<file path="src/rtl/line_blitter.sv">
// rtl/line_blitter.sv - streams double-buffered line RAM columns to an 8-bit LCD bus
// Optional build macro LINE_BLITTER_BYTESWAP_EN sends the low pixel byte first.
module line_blitter #(
   parameter int HEIGHT    = 240,
   parameter int WIDTH     = 320,
   parameter int WR_CYCLES = 1
) (
   input  logic        clk,
   input  logic        rst,
   input  logic        line_done,
   output logic [8:0]  ram_raddr,
   input  logic [15:0] ram_read_data,
   output logic [7:0]  lcd_data,
   output logic        lcd_wr_n,
   output logic        lcd_dc,
   output logic        busy,
   output logic        buf_free,
   output logic        overflow,
   output logic [8:0]  col,
   output logic        frame_done
);

   localparam int IW = (HEIGHT > 1) ? $clog2(HEIGHT) : 1;
   localparam int PW = $clog2(2 * WR_CYCLES);

   localparam logic [IW-1:0] IDX_LAST     = IW'(HEIGHT - 1);
   localparam logic [PW-1:0] PH_LOW_END   = PW'(WR_CYCLES - 1);
   localparam logic [PW-1:0] PH_END       = PW'(2 * WR_CYCLES - 1);
   localparam logic [8:0]    COL_LAST     = 9'(WIDTH - 1);
   localparam logic [8:0]    BASE_ALT     = 9'(HEIGHT);

   typedef enum logic [2:0] {
      S_IDLE,
      S_ADDR,
      S_WAIT,
      S_HI,
      S_LO,
      S_DONE
   } state_t;

   state_t        state;
   logic [1:0]    fill;
   logic          base_sel;
   logic [IW-1:0] idx;
   logic [PW-1:0] phase;
   logic [15:0]   pixel;
   logic [8:0]    base_addr;
   logic          accept;
   logic          line_end;

`ifdef LINE_BLITTER_BYTESWAP_EN
   function automatic logic [7:0] first_byte(input logic [15:0] p);
      return p[7:0];
   endfunction
   function automatic logic [7:0] second_byte(input logic [15:0] p);
      return p[15:8];
   endfunction
`else
   function automatic logic [7:0] first_byte(input logic [15:0] p);
      return p[15:8];
   endfunction
   function automatic logic [7:0] second_byte(input logic [15:0] p);
      return p[7:0];
   endfunction
`endif

   assign base_addr = base_sel ? BASE_ALT : 9'd0;
   assign buf_free  = (fill < 2'd2);
   assign lcd_dc    = 1'b1;
   // A line_done arriving with both halves full is dropped, never queued.
   assign accept    = line_done && (fill != 2'd2);
   assign line_end  = (state == S_DONE);

   always_ff @(posedge clk) begin
      if (rst) begin
         state      <= S_IDLE;
         fill       <= 2'd0;
         base_sel   <= 1'b0;
         idx        <= '0;
         phase      <= '0;
         pixel      <= 16'd0;
         col        <= 9'd0;
         ram_raddr  <= 9'd0;
         lcd_data   <= 8'd0;
         lcd_wr_n   <= 1'b1;
         busy       <= 1'b0;
         frame_done <= 1'b0;
         overflow   <= 1'b0;
      end else begin
         case ({accept, line_end})
            2'b10:   fill <= fill + 2'd1;
            2'b01:   fill <= fill - 2'd1;
            default: fill <= fill;
         endcase
         if (line_done && fill == 2'd2)
            overflow <= 1'b1;

         case (state)
            S_IDLE: begin
               if (fill != 2'd0) begin
                  state     <= S_ADDR;
                  idx       <= '0;
                  ram_raddr <= base_addr;
                  busy      <= 1'b1;
               end
            end
            S_ADDR: begin
               state <= S_WAIT;
            end
            S_WAIT: begin
               pixel    <= ram_read_data;
               lcd_data <= first_byte(ram_read_data);
               lcd_wr_n <= 1'b0;
               phase    <= '0;
               state    <= S_HI;
            end
            S_HI: begin
               if (phase == PH_LOW_END)
                  lcd_wr_n <= 1'b1;
               if (phase == PH_END) begin
                  lcd_data <= second_byte(pixel);
                  lcd_wr_n <= 1'b0;
                  phase    <= '0;
                  state    <= S_LO;
               end else begin
                  phase <= phase + PW'(1);
               end
            end
            S_LO: begin
               if (phase == PH_LOW_END)
                  lcd_wr_n <= 1'b1;
               if (phase == PH_END) begin
                  phase <= '0;
                  if (idx == IDX_LAST) begin
                     state      <= S_DONE;
                     frame_done <= (col == COL_LAST);
                  end else begin
                     idx       <= idx + IW'(1);
                     ram_raddr <= base_addr + 9'(idx) + 9'd1;
                     state     <= S_ADDR;
                  end
               end else begin
                  phase <= phase + PW'(1);
               end
            end
            S_DONE: begin
               base_sel   <= ~base_sel;
               col        <= (col == COL_LAST) ? 9'd0 : col + 9'd1;
               frame_done <= 1'b0;
               busy       <= 1'b0;
               state      <= S_IDLE;
            end
            default: begin
               state <= S_IDLE;
               busy  <= 1'b0;
            end
         endcase
      end
   end

endmodule

</file>
<file path="config.mk">
export PLATFORM = sky130hd
export DESIGN_NAME = line_blitter
export DESIGN_NICKNAME = d
export VERILOG_FILES = /design/src/rtl/line_blitter.sv
export SDC_FILE = /design/constraint.sdc
export NUM_CORES = 1
export LEC_CHECK = 0
export CAP_MARGIN = 20
export CORE_MARGIN = 1
export CORE_UTILIZATION = 45
export DETAILED_ROUTE_END_ITERATION = 6
export PLACE_DENSITY = 0.81
export SYNTH_ARGS = -nofsm -noshare
export SYNTH_HDL_FRONTEND = slang
export SYNTH_SLANG_ARGS = --single-unit
</file>
<file path="constraint.sdc">
create_clock -name clk -period 2.65 [get_ports clk]
set_input_delay 0.795 -clock clk [delete_from_list [all_inputs] [get_ports clk]]
set_output_delay 0.795 -clock clk [all_outputs]
set_load 0.005 [all_outputs]
</file>
### Word-level counts from Yosys, hierarchy flattened

Cells that the tools add are included.

| operators by class | value |
|---|---|
| add/subtract/negate cells | 7 |
| $mul | 0 |
| divide/modulo/power cells | 0 |
| magnitude comparators | 1 |
| eq/ne operators | 17 |
| shift operators | 0 |
| multiplexer cells | 28 |
| bitwise logic cells | 2 |
| reductions and logical operators | 18 |

Operators by type and width:

| kind | count |
|---|---|
| $mux 8 | 5 |
| $mux 9 | 4 |
| $pmux 8 s2 | 2 |
| $add 9x1->9 const B | 2 |
| $pmux 9 s2 | 1 |
| $pmux 3 s5 | 1 |
| $ne 2x2->1 const B | 7 |
| $mux 3 | 4 |
| $reduce_bool 2->1 | 6 |
| $add 8x8->9 | 1 |
| $eq 9x9->1 const B | 1 |
| $add 8x1->8 const B | 1 |
| $eq 8x8->1 const B | 1 |
| $eq 3x2->1 const B | 2 |
| $eq 3x3->1 const B | 2 |
| $mux 1 | 6 |
| $pmux 1 s2 | 3 |
| $reduce_and 2->1 | 3 |
| $reduce_and 3->1 | 2 |
| $eq 2x2->1 const B | 2 |
| $pmux 2 s2 | 1 |
| $reduce_and 4->1 | 1 |
| $reduce_or 4->1 | 1 |
| $eq 3x1->1 const B | 1 |
| other kinds (11) | 13 |

| word-level totals | value |
|---|---|
| bits in registers | 53 |
| latch bits | 0 |
| memory bits (writable) | 0 |
| memory bits (read-only) | 0 |
| bits of input ports | 19 |
| output and inout bits | 32 |
| memories kept | 0 |

### Logic depth before layout (Yosys ltp)

Gate-level depths: netlist (run 1).

| depth | value |
|---|---|
| depth in word-level cells | 6 |
| depth in mapped cells | 8 |
| mapped depth without buffers | 6 |

### Least setup slack after synthesis (run 1)

No wires, ideal clock.

| timing path | value |
|---|---|
| path kind | register to register |
| from | reg state[1] |
| to | reg fill[1] |
| data arrival time | 1.671 ns |
| setup slack | 0.909 ns |
| stages on the path, launching flop included | 7 |
| path buffers | 1 |
| period minus slack after synthesis | 1.741 ns |
| path through | dfxtp_1 > buf_2 > nand3b_2 > inv_1 > ha_1 > or3_1 > a21oi_1 |

| between the ends | value |
|---|---|
| cells in the longest elaborated chain, start to end | 3 |
| elaborated cells between the ends (all ways) | 5 |

RTL lines:

| item | RTL line | source |
|---|---|---|
| from (decl) | 41 | `state_t state;` |
| from (signal assigned) | 76 | `state <= S_IDLE;` |
| from (signal assigned) | 101 | `state <= S_ADDR;` |
| from (signal assigned) | 108 | `state <= S_WAIT;` |
| $eq 3x3->1 (*) | 72 | `assign line_end = (state == S_DONE);` |
| $eq 2x1->1 or $eq 2x2->1 (tied branches) | 90 | `case ({accept, line_end})` |
| $pmux 2 s2 or $reduce_bool 2->1 (tied branches) | -- |  |
| to (signal assigned) | 91 | `2'b10: fill <= fill + 2'd1;` |
| to (signal assigned) | 92 | `2'b01: fill <= fill - 2'd1;` |
| to (signal assigned) | 93 | `default: fill <= fill;` |
| to (decl) | 42 | `logic [1:0] fill;` |

Every way passes the cells marked *; elsewhere a longest branch is shown, timed or not.
A chain may end at the register's enable or synchronous reset.

==> results by group, run 1 <==
Clock tree
  – CTS H-tree lvls: 2
  – # hold bufs at CTS: 0
  – Clock root cell: clkbuf_8
  – CTS resizes: 0
  – TritonCTS clock tree: yes
  – TritonCTS Buffers: 5
  – # Post-CTS Setup Buffers: 0
  – Clk buf depth: 2
  – Clock slew at reported path FFs: 0.09 ns
  – Clk sinks: 49
  – Clk Latency, worst-skew pair: 0.30 ns

Placement
  – I/O Buffers: 49
  – Placed instance area: 2945 sq um
  – Gpl congestion: 0.7970
  – Hpwl dp: 3.866 mm
  – DP Worst Slack: 0.4152 ns

Die
  – Starting density of the core: 0.4757
  – # IOs: 51
  – Die width: 76.18 microns
  – Die Y: 76.18 microns
  – Core Area: 5205 sq um
  – Die Area: 5803 sq um
  – FP Rows: 26

STA
  – Final setup viols: 0
  – Crit path setup slack, layout: 0.5366 ns
  – Tcrit/Tclk final: 0.7975
  – Worst hold-check slack: 0.4780 ns
  – Setup Skew: 0.008210 ns
  – RSZ-0062 raised after global routing: no
  – Final Max Tran Viols: 0
  – Final Hold Vio Count: 0
  – Max_slew headroom: 0.5401
  – Tmin final: 2.113 ns
  – Setup TNS: 0 ns
  – Fmax: 473.2 MHz
  – Worst-Margin Slew: 0.6898 ns

Final layout
  – Ant. Diodes: 0
  – P&R area growth vs syn: 23.80%
  – Fin area: 3065 sq um
  – Most frequent cells in the layout: 49 x dfxtp_1, 49 x clkdlybuf4s50_1, 26 x nand2_1, 26 x nor2_1, 22 x a21oi_1
  – Share of layout cells above drive strength 1: 0.07210
  – Final nets: 344

Critical path
  – Kind of critical path: flip-flop to flip-flop
  – Crit end category: flip-flop
  – CP arrival: 2.31 ns
  – Critical path peak fanout: 20
  – Critical Path Start Type: flip-flop
  – Critical Path RT: 2.84 ns

Status
  – Outcome: completed

GRT
  – Congestion Overflow GR: 0
  – First-pass GRT wire length: 8.611 mm
  – Initial antenna violation count: 0
  – Largest net degree at the start of global routing: 22
  – GRT Util Overall: 0.1803
  – Vias in the first global route: 1908

Flow run
  – # Max-Cap Violations: 0

Logic synthesis
  – Fraction of registers with async set/reset: 0
  – Mapped Area: 2476 sq um
  – Yosys top cell by area: dfxtp_1
  – Netlist cell types: 53
  – Synth warn: 0
  – Syn Inst Count: 280
  – Number of synthesized flops with an enable pin: 0
  – Synth top area share: 0.3962
  – Top post-synthesis cells by area: dfxtp_1 40%, a21oi_1 4.4%, nand2_1 3.9%
  – Count of state elements after synthesis: 49
  – Post-synth net total: 306
  – Syn avg cell area: 8.843 sq um
  – Ys flop type: dfxtp_1
  – Seq/Total Area, Yosys: 0.3962

Detailed routing
  – Drt total wl: 5.296 mm
  – # DRC: 0
  – Drt wl/cell: 13.61 microns
  – Post-route ant nets: 0
  – First DRT Iteration DRCs: 122
  – Total number of vias: 2169
  – Via density: 5.576
  – DR pass1 iterations: 4

Power and ir drop
  – Reg power frac: 0.493
  – Power Internal: 0.001237 W
  – Combinational Power Share: 0.177
  – VDD IR max: 0.4229 mV
  – Clock group share of total power: 0.330
  – Pwr/cell area: 546.1 nW/um^2
  – Leakage dissipation: 1.138 nW
  – Switch share: 0.2608
  – Switch Pwr: 0.0004366 W
  – Tot Pwr: 0.001674 W

Worst hold path
  – HP Class: flip-flop to flip-flop
registers in the layout, summed over array words and instances, names as in the netlist, 2 cells and up:
| name | cells |
|---|---|
| col | 9 |
| ram_raddr | 9 |
| lcd_data | 8 |
| pixel | 8 |
| idx | 4 |
| state | 3 |
| fill | 2 |
worst paths after layout:
check	end	cells after the start	slack (ns)	startpoint
max	idx[6]	5	0.54	ram_raddr[0]
min	frame_done	2	0.48	frame_done
max reg2reg	idx[6]	5	0.54	ram_raddr[0]
min reg2reg	frame_done	2	0.48	frame_done
area by class of cell:
type,instances,area (sq um)
Sequential cell,49,980.9
Tap cell,70,87.58
Inverter,8,30.03
Multi-Input combinational cell,201,1326
Clock inverter,2,37.54
Clock buffer,6,82.58
Timing Repair Buffer,53,520.5
Fill cell,462,2140
stage by stage:
stage,utilization,instances
6_report,0.5889,389
5_1_grt,0.5889,389
4_1_cts,0.5889,389
3_5_place_dp,0.5659,381
3_3_place_gp,0.5659,381
2_1_floorplan,-,280
synth_stat cells (4+ instances only):
library cell  number
nor2_1            26
inv_1              8
buf_4             10
or3_1              4
clkbuf_1           6
xor2_1             4
and3_1             4
a21oi_1           22
mux2i_1            9
a211oi_1           9
o2111ai_1          5
a21o_1             5
o21ai_0           10
a2111o_1           5
nor3_1             6
nand3_1           11
nand2_1           26
dfxtp_1           49
nand4_1            4
a31oi_1            5
ha_1               7
xnor2_1            7
metal layers:
| layer | part of all wire | GRT usage | up-vias |
|---|---|---|---|
| met5 | 0 | 0 | - |
| met4 | 0.0023 | 0.03462 | 0 |
| met3 | 0.038 | 0.03234 | 2 |
| met2 | 0.50 | 0.3118 | 42 |
| met1 | 0.46 | 0.2355 | 1032 |
| li1 | - | - | 1093 |
logic make-up (layout without fill, tap and decap cells):
| family | count (synthesis) | in the layout | share of synthesized area |
|---|---|---|---|
| mux | 10 | 10 | 0.04093 |
| flops | 49 | 49 | 0.3962 |
| fa+ha+maj | 7 | 7 | 0.03537 |
| xor+xnor | 11 | 11 | 0.03891 |
| buf+inv | 30 | 69 | 0.06821 |
| other cells | 1 | 1 | 0.001514 |
| compound gates | 75 | 75 | 0.2107 |
| simple gates | 97 | 97 | 0.2082 |
worst max-delay path, cell delays in order, from the launching register on:
cell	delay (ns)
dfxtp_1	0.42
ha_1	0.22
and3_1	0.36
a21o_1	0.56
a21oi_1	0.15
mux2_2	0.29
power groups by stage:
| stage | logic (W) | registers [W] | clock network (W) |
|---|---|---|---|
| floorplan | 0.000207 | 0.000823 | 0 |
| detailed placement | 0.000296 | 0.000843 | 0 |
| global placement | 0.000289 | 0.000843 | 0 |
| CTS | 0.000297 | 0.000826 | 0.000560 |
| finish | 0.000296 | 0.000826 | 0.000552 |
| global route | 0.000325 | 0.000833 | 0.000599 |
No activity file was read; power rests on OpenSTA's default activity.
==> run 2, diff against run 1 <==
--- a/config.mk
+++ b/config.mk
@@ -9,7 +9,7 @@
 export CORE_MARGIN = 1
 export CORE_UTILIZATION = 45
 export DETAILED_ROUTE_END_ITERATION = 6
-export PLACE_DENSITY = 0.81
+export PLACE_DENSITY = 0.83
 export SYNTH_ARGS = -nofsm -noshare
 export SYNTH_HDL_FRONTEND = slang
 export SYNTH_SLANG_ARGS = --single-unit
==> constraint.sdc (replaced) <==
create_clock -name clk -period 1.9 [get_ports clk]
set_input_delay 0.57 -clock clk [delete_from_list [all_inputs] [get_ports clk]]
set_output_delay 0.57 -clock clk [all_outputs]
set_load 0.005 [all_outputs]
==> results by group, run 2 (same netlist as run 1, synthesis figures left out) <==
Status
  – Outcome: completed

Clock tree
  – Clk buf depth: 2 (unchanged)
  – Clock root cell: clkbuf_8
  – TritonCTS clock tree: yes
  – # hold bufs at CTS: 0 (unchanged)
  – Clock slew at reported path FFs: 0.09 ns (about the same)
  – CTS resizes: 0 (unchanged)
  – Clk sinks: 49 (unchanged)
  – Clk Latency, worst-skew pair: 0.30 ns (about the same)
  – CTS H-tree lvls: 2 (unchanged)
  – TritonCTS Buffers: 5 (unchanged)
  – # Post-CTS Setup Buffers: 0 (unchanged)

Placement
  – I/O Buffers: 49 (unchanged)
  – Hpwl dp: 4.181 mm (+8.1%)
  – Gpl congestion: 0.8300 (+4.1%)
  – Placed instance area: 3070 sq um (+4.2%)

Final layout
  – Biggest regs: col (9), ram_raddr (9)
  – Most frequent cells in the layout: 49 x clkdlybuf4s50_1, 44 x dfxtp_1, 26 x nand2_1, 26 x nor2_1, 22 x a21oi_1
  – Share of layout cells above drive strength 1: 0.1287 (+0.05664)
  – Leading cell type in the layout, fill and taps excluded: clkdlybuf4s50_1
  – Final nets: 359 (+4.4%)
  – P&R area growth vs syn: 29.11%
  – Fin area: 3197 sq um (+4.3%)
  – Ant. Diodes: 0 (unchanged)

Critical path
  – CP peak stage delay: 0.54 ns (-0.02 ns)
  – Critical path peak fanout: 6 (-70%)
  – Critical path's slowest cell: clkdlybuf4s50_1
  – Number of buffers and inverters on the critical path: 1 (+1)
  – Critical path origin: ram_raddr[3]
  – R2R setup slack: 0.11 ns (-0.43 ns)
  – Top delay family on crit path: buffers and inverters
  – Crit path cell chain: clkdlybuf4s50_1
  – Reg2Reg Launch Point: ram_raddr[0]
  – Crit end category: primary output
  – CP arrival: 1.27 ns (-1.04 ns)
  – R2R cell count: 6 (+1)
  – Kind of critical path: flip-flop to primary output
  – Critical Path RT: 1.33 ns (-1.51 ns)
  – Critical Path Start Type: flip-flop
  – RR Endpoint: ram_raddr[2]

STA
  – RSZ-0062 raised after global routing: no
  – Fmax: 543.2 MHz
  – Final setup viols: 0 (unchanged)
  – Final Hold Vio Count: 0 (unchanged)
  – Worst hold-check slack: 0.4662 ns (-0.01178 ns)
  – Tcrit/Tclk final: 0.9689
  – Tmin final: 1.841 ns
  – Final Max Tran Viols: 0 (unchanged)
  – Setup Skew: 0.002987 ns (-0.005223 ns)

GRT
  – Vias in the first global route: 2162 (+13%)
  – Congestion Overflow GR: 0 (unchanged)
  – Initial antenna violation count: 0 (unchanged)
  – First-pass GRT wire length: 9.811 mm (+14%)
  – GRT Util Overall: 0.2095 (+0.02926)
  – Largest net degree at the start of global routing: 27 (+23%)

Worst hold path
  – Hold Crit Depth: 2 (unchanged)
  – HP Start: frame_done
  – HP Class: flip-flop to flip-flop
  – Hold EP: frame_done

Die
  – Die Y: 76.18 microns (unchanged)
  – Starting density of the core: 0.4757 (unchanged)
  – # IOs: 51 (unchanged)
  – FP Rows: 26 (unchanged)
  – Die width: 76.18 microns (unchanged)
  – Core Area: 5205 sq um (unchanged)
  – Die Area: 5803 sq um (unchanged)

Detailed routing
  – Drt total wl: 5.762 mm (+8.8%)
  – Drt wl/cell: 14.26 microns (+4.8%)
  – Via density: 5.517 (-1.0%)
  – # DRC: 0 (unchanged)
  – Post-route ant nets: 0 (unchanged)
  – DR pass1 iterations: 4 (unchanged)
  – First DRT Iteration DRCs: 145 (+19%)
  – Total number of vias: 2229 (+2.8%)

Flow run
  – # Max-Cap Violations: 0 (unchanged)

Power and ir drop
  – VDD IR max: 0.4821 mV (+14%)
  – Pwr/cell area: 744.9 nW/um^2 (+36%)
  – Leakage dissipation: 1.222 nW (+7.3%)
  – Tot Pwr: 0.002381 W (+42%)
-- run 2: layout make-up --
cell class,instances,area [sq um]
timing repair buffer,68,645.6
clock buffer,6,82.58
multi-input combinational,201,1326
sequential,49,987.2
tap,70,87.58
clock inverter,2,37.54
inverter,8,30.03
fill,447,2008
-- run 2: how the worst max path moves through the flow --
| stage | end | cells past startpoint |
|---|---|---|
| floorplan | fill[1] | 6 |
| CTS | col[3] | 1 |
| global placement | fill[1] | 5 |
| global route | col[2] | 1 |
| detailed placement | fill[1] | 6 |
| finish | ram_raddr[3] | 1 |
-- run 2: power breakdown --
group | switching [W] | internal [W] | total [W]
Sequential | 0.0000588 | 0.00109 | 0.00115
Clock | 0.000347 | 0.000428 | 0.000775
Combinational | 0.000224 | 0.000230 | 0.000455
Total | 0.000630 | 0.00175 | 0.00238
-- run 2: routing by layer --
metal  part of all wire  vias to the layer above  wire length (microns)  GRT usage
met5                  0                        -                      0          0
met4              0.023                        0                    133    0.08077
met3              0.039                       11                    222    0.04431
met2               0.49                       38                   2828     0.3600
met1               0.45                     1056                   2578     0.2560
li1                   -                     1124                      -          -
-- run 2: per-stage QoR --
stage	cells	TNS, ns	setup slack [ns]	util
2_1_floorplan	280	0	0.1588	-
3_3_place_gp	396	-0.04909	-0.04909	0.5899
3_5_place_dp	396	-0.1272	-0.1129	0.5899
4_1_cts	404	0	0.02258	0.6130
5_1_grt	404	0	0.004199	0.6142
6_report	404	0	0.05907	0.6142
==> run 3, diff against run 2 <==
--- a/config.mk
+++ b/config.mk
@@ -5,11 +5,12 @@
 export SDC_FILE = /design/constraint.sdc
 export NUM_CORES = 1
 export LEC_CHECK = 0
-export CAP_MARGIN = 20
+export CAP_MARGIN = 30
 export CORE_MARGIN = 1
 export CORE_UTILIZATION = 45
 export DETAILED_ROUTE_END_ITERATION = 6
 export PLACE_DENSITY = 0.83
+export SETUP_SLACK_MARGIN = 0.2
 export SYNTH_ARGS = -nofsm -noshare
 export SYNTH_HDL_FRONTEND = slang
 export SYNTH_SLANG_ARGS = --single-unit
==> results by group, run 3 (same netlist as run 1, synthesis figures left out) <==
GRT
  – Vias in the first global route: 2248 (+4.0%)
  – GRT Util Overall: 0.2240 (+0.01444)
  – Largest net degree at the start of global routing: 18 (-33%)
  – Initial antenna violation count: 0 (unchanged)
  – Congestion Overflow GR: 0 (unchanged)
  – First-pass GRT wire length: 10.44 mm (+6.4%)

Critical path
  – CP arrival: 1.87 ns (+0.60 ns)
  – CP peak stage delay: 0.40 ns (-0.14 ns)
  – Kind of critical path: flip-flop to flip-flop
  – Critical path peak fanout: 5 (-1)
  – Critical Path Start Type: flip-flop
  – Crit end category: flip-flop
  – Critical path origin: base_sel
  – Number of buffers and inverters on the critical path: 0 (-1)
  – Reg2Reg Launch Point: base_sel
  – Top delay family on crit path: compound AO/OA/AOI/OAI gates
  – Critical Path RT: 2.10 ns (+0.77 ns)
  – Critical path's slowest cell: dfxtp_4
  – Crit path cell chain: ha_4 > a21o_1 > a221o_1 > a211oi_2 > nor3_1

Clock tree
  – TritonCTS clock tree: yes
  – TritonCTS Buffers: 5 (unchanged)
  – Clock slew at reported path FFs: 0.10 ns (about the same)
  – CTS H-tree lvls: 2 (unchanged)
  – # hold bufs at CTS: 0 (unchanged)
  – Clk Latency, worst-skew pair: 0.32 ns (+0.02 ns)
  – Clk buf depth: 2 (unchanged)
  – Clock root cell: clkbuf_8
  – Clk sinks: 49 (unchanged)

Placement
  – Placed instance area: 3072 sq um (about the same)
  – Hpwl dp: 4.199 mm (+0.43%)
  – Gpl congestion: 0.8747 (+5.4%)
  – Post-Place Cells: 397 (+0.25%)
  – I/O Buffers: 49 (unchanged)
  – DP Worst Slack: -0.08196 ns (+0.03094 ns)

Detailed routing
  – DR pass1 iterations: 4 (unchanged)
  – Total number of vias: 2357 (+5.7%)
  – Via density: 5.625 (+2.0%)
  – Drt total wl: 6.535 mm (+13%)
  – Post-route ant nets: 0 (unchanged)
  – First DRT Iteration DRCs: 149 (+2.8%)
  – Drt wl/cell: 15.60 microns (+9.4%)
  – # DRC: 0 (unchanged)

Power and ir drop
  – Pwr/cell area: 691.5 nW/um^2 (-7.2%)
  – Reg power frac: 0.484 (about the same)
  – Clock group share of total power: 0.335 (+0.009)
  – Leakage dissipation: 1.468 nW (+20%)
  – Switch share: 0.2842 (+0.01946)
  – Combinational Power Share: 0.181 (-0.010)
  – VDD IR max: 0.3960 mV (-18%)
  – Switch Pwr: 0.0006731 W (+6.8%)
  – Power Internal: 0.001696 W (-3.2%)

STA
  – RSZ-0062 raised after global routing: yes
  – Worst-Margin Slew: 0.5273 ns
  – Tmin final: 1.663 ns (-0.1782 ns)
  – Worst hold-check slack: 0.4679 ns (+0.001647 ns)
  – Setup TNS: 0 ns (unchanged)
  – Crit path setup slack, layout: 0.2373 ns (+0.1782 ns)
  – Tcrit/Tclk final: 0.8751 (-0.09379)
  – Fmax: 601.4 MHz (+11%)
  – Max_slew headroom: 0.6472
  – Final setup viols: 0 (unchanged)
  – Setup Skew: 0.007191 ns (+0.004203 ns)
  – Final Max Tran Viols: 0 (unchanged)
  – Final Hold Vio Count: 0 (unchanged)

Final layout
  – Leading cell type in the layout, fill and taps excluded: buf_4
  – P&R area growth vs syn: 38.35%
  – Final nets: 374 (+4.2%)
  – Final std cells w/o fill: 419 (+3.7%)
  – Most frequent cells in the layout: 32 x buf_4, 29 x dlygate4sd2_1, 26 x nor2_1
  – Biggest regs: col (9), ram_raddr (9)
  – Ant. Diodes: 0 (unchanged)
  – Fin area: 3426 sq um (+7.2%)
  – Share of layout cells above drive strength 1: 0.2951 (+0.1664)

Worst hold path
  – HP Class: flip-flop to flip-flop
  – HP Start: overflow

Status
  – Outcome: completed

Flow run
  – # Max-Cap Violations: 0 (unchanged)

Die
  – Starting density of the core: 0.4757 (unchanged)
  – # IOs: 51 (unchanged)
  – Die width: 76.18 microns (unchanged)
  – FP Rows: 26 (unchanged)
  – Core Area: 5205 sq um (unchanged)
  – Die Area: 5803 sq um (unchanged)
  – Die Y: 76.18 microns (unchanged)
-- run 3: cell type report --
type / instances / area, sq um
clock buffer: 5 / 68.82
sequential: 49 / 1050
tap: 70 / 87.58
clock inverter: 3 / 47.55
inverter: 8 / 32.53
fill: 430 / 1779
multi-input combinational: 201 / 1415
timing repair buffer: 83 / 724.4
-- run 3: per-layer routing --
metal / wire [microns] / GRT usage
met1: 2770 / 0.2683
met4: 196 / 0.1192
met2: 3319 / 0.3845
met3: 249 / 0.03593
met5: 0 / 0
-- run 3: worst paths after layout --
check	cells past startpoint	endpoint	slack [ns]
setup reg to reg	5	ram_raddr[8]	0.24
hold reg to reg	2	overflow	0.47
setup / recovery	5	ram_raddr[8]	0.24
hold / removal	2	overflow	0.47
-- run 3: tightest hold or removal path: stages (launching register included) --
cell and delay (ns):
dfxtp_2 0.34, a31oi_1 0.04, nor2_1 0.07
-- run 3: through the flow --
step / total power, W / utilization
2_1_floorplan: 0.001437 / -
3_3_place_gp: 0.001602 / 0.5901
3_5_place_dp: 0.001613 / 0.5901
4_1_cts: 0.002359 / 0.6418
5_1_grt: 0.002467 / 0.6582
6_report: 0.002369 / 0.6582
-- run 3: what timing repair did --
action,4_1_cts,5_1_grt
gates resized for setup,72,22
pin swaps,0,4
endpoints found under the setup margin,40,28
buffers inserted,11,3
-- run 3: power groups by stage --
stage / combinational [W] / sequential (W) / clock, W
2_1_floorplan: 0.000289 / 0.00115 / 0
3_3_place_gp: 0.000428 / 0.00117 / 0
3_5_place_dp: 0.000437 / 0.00118 / 0
4_1_cts: 0.000420 / 0.00115 / 0.000793
5_1_grt: 0.000469 / 0.00115 / 0.000843
6_report: 0.000429 / 0.00115 / 0.000793
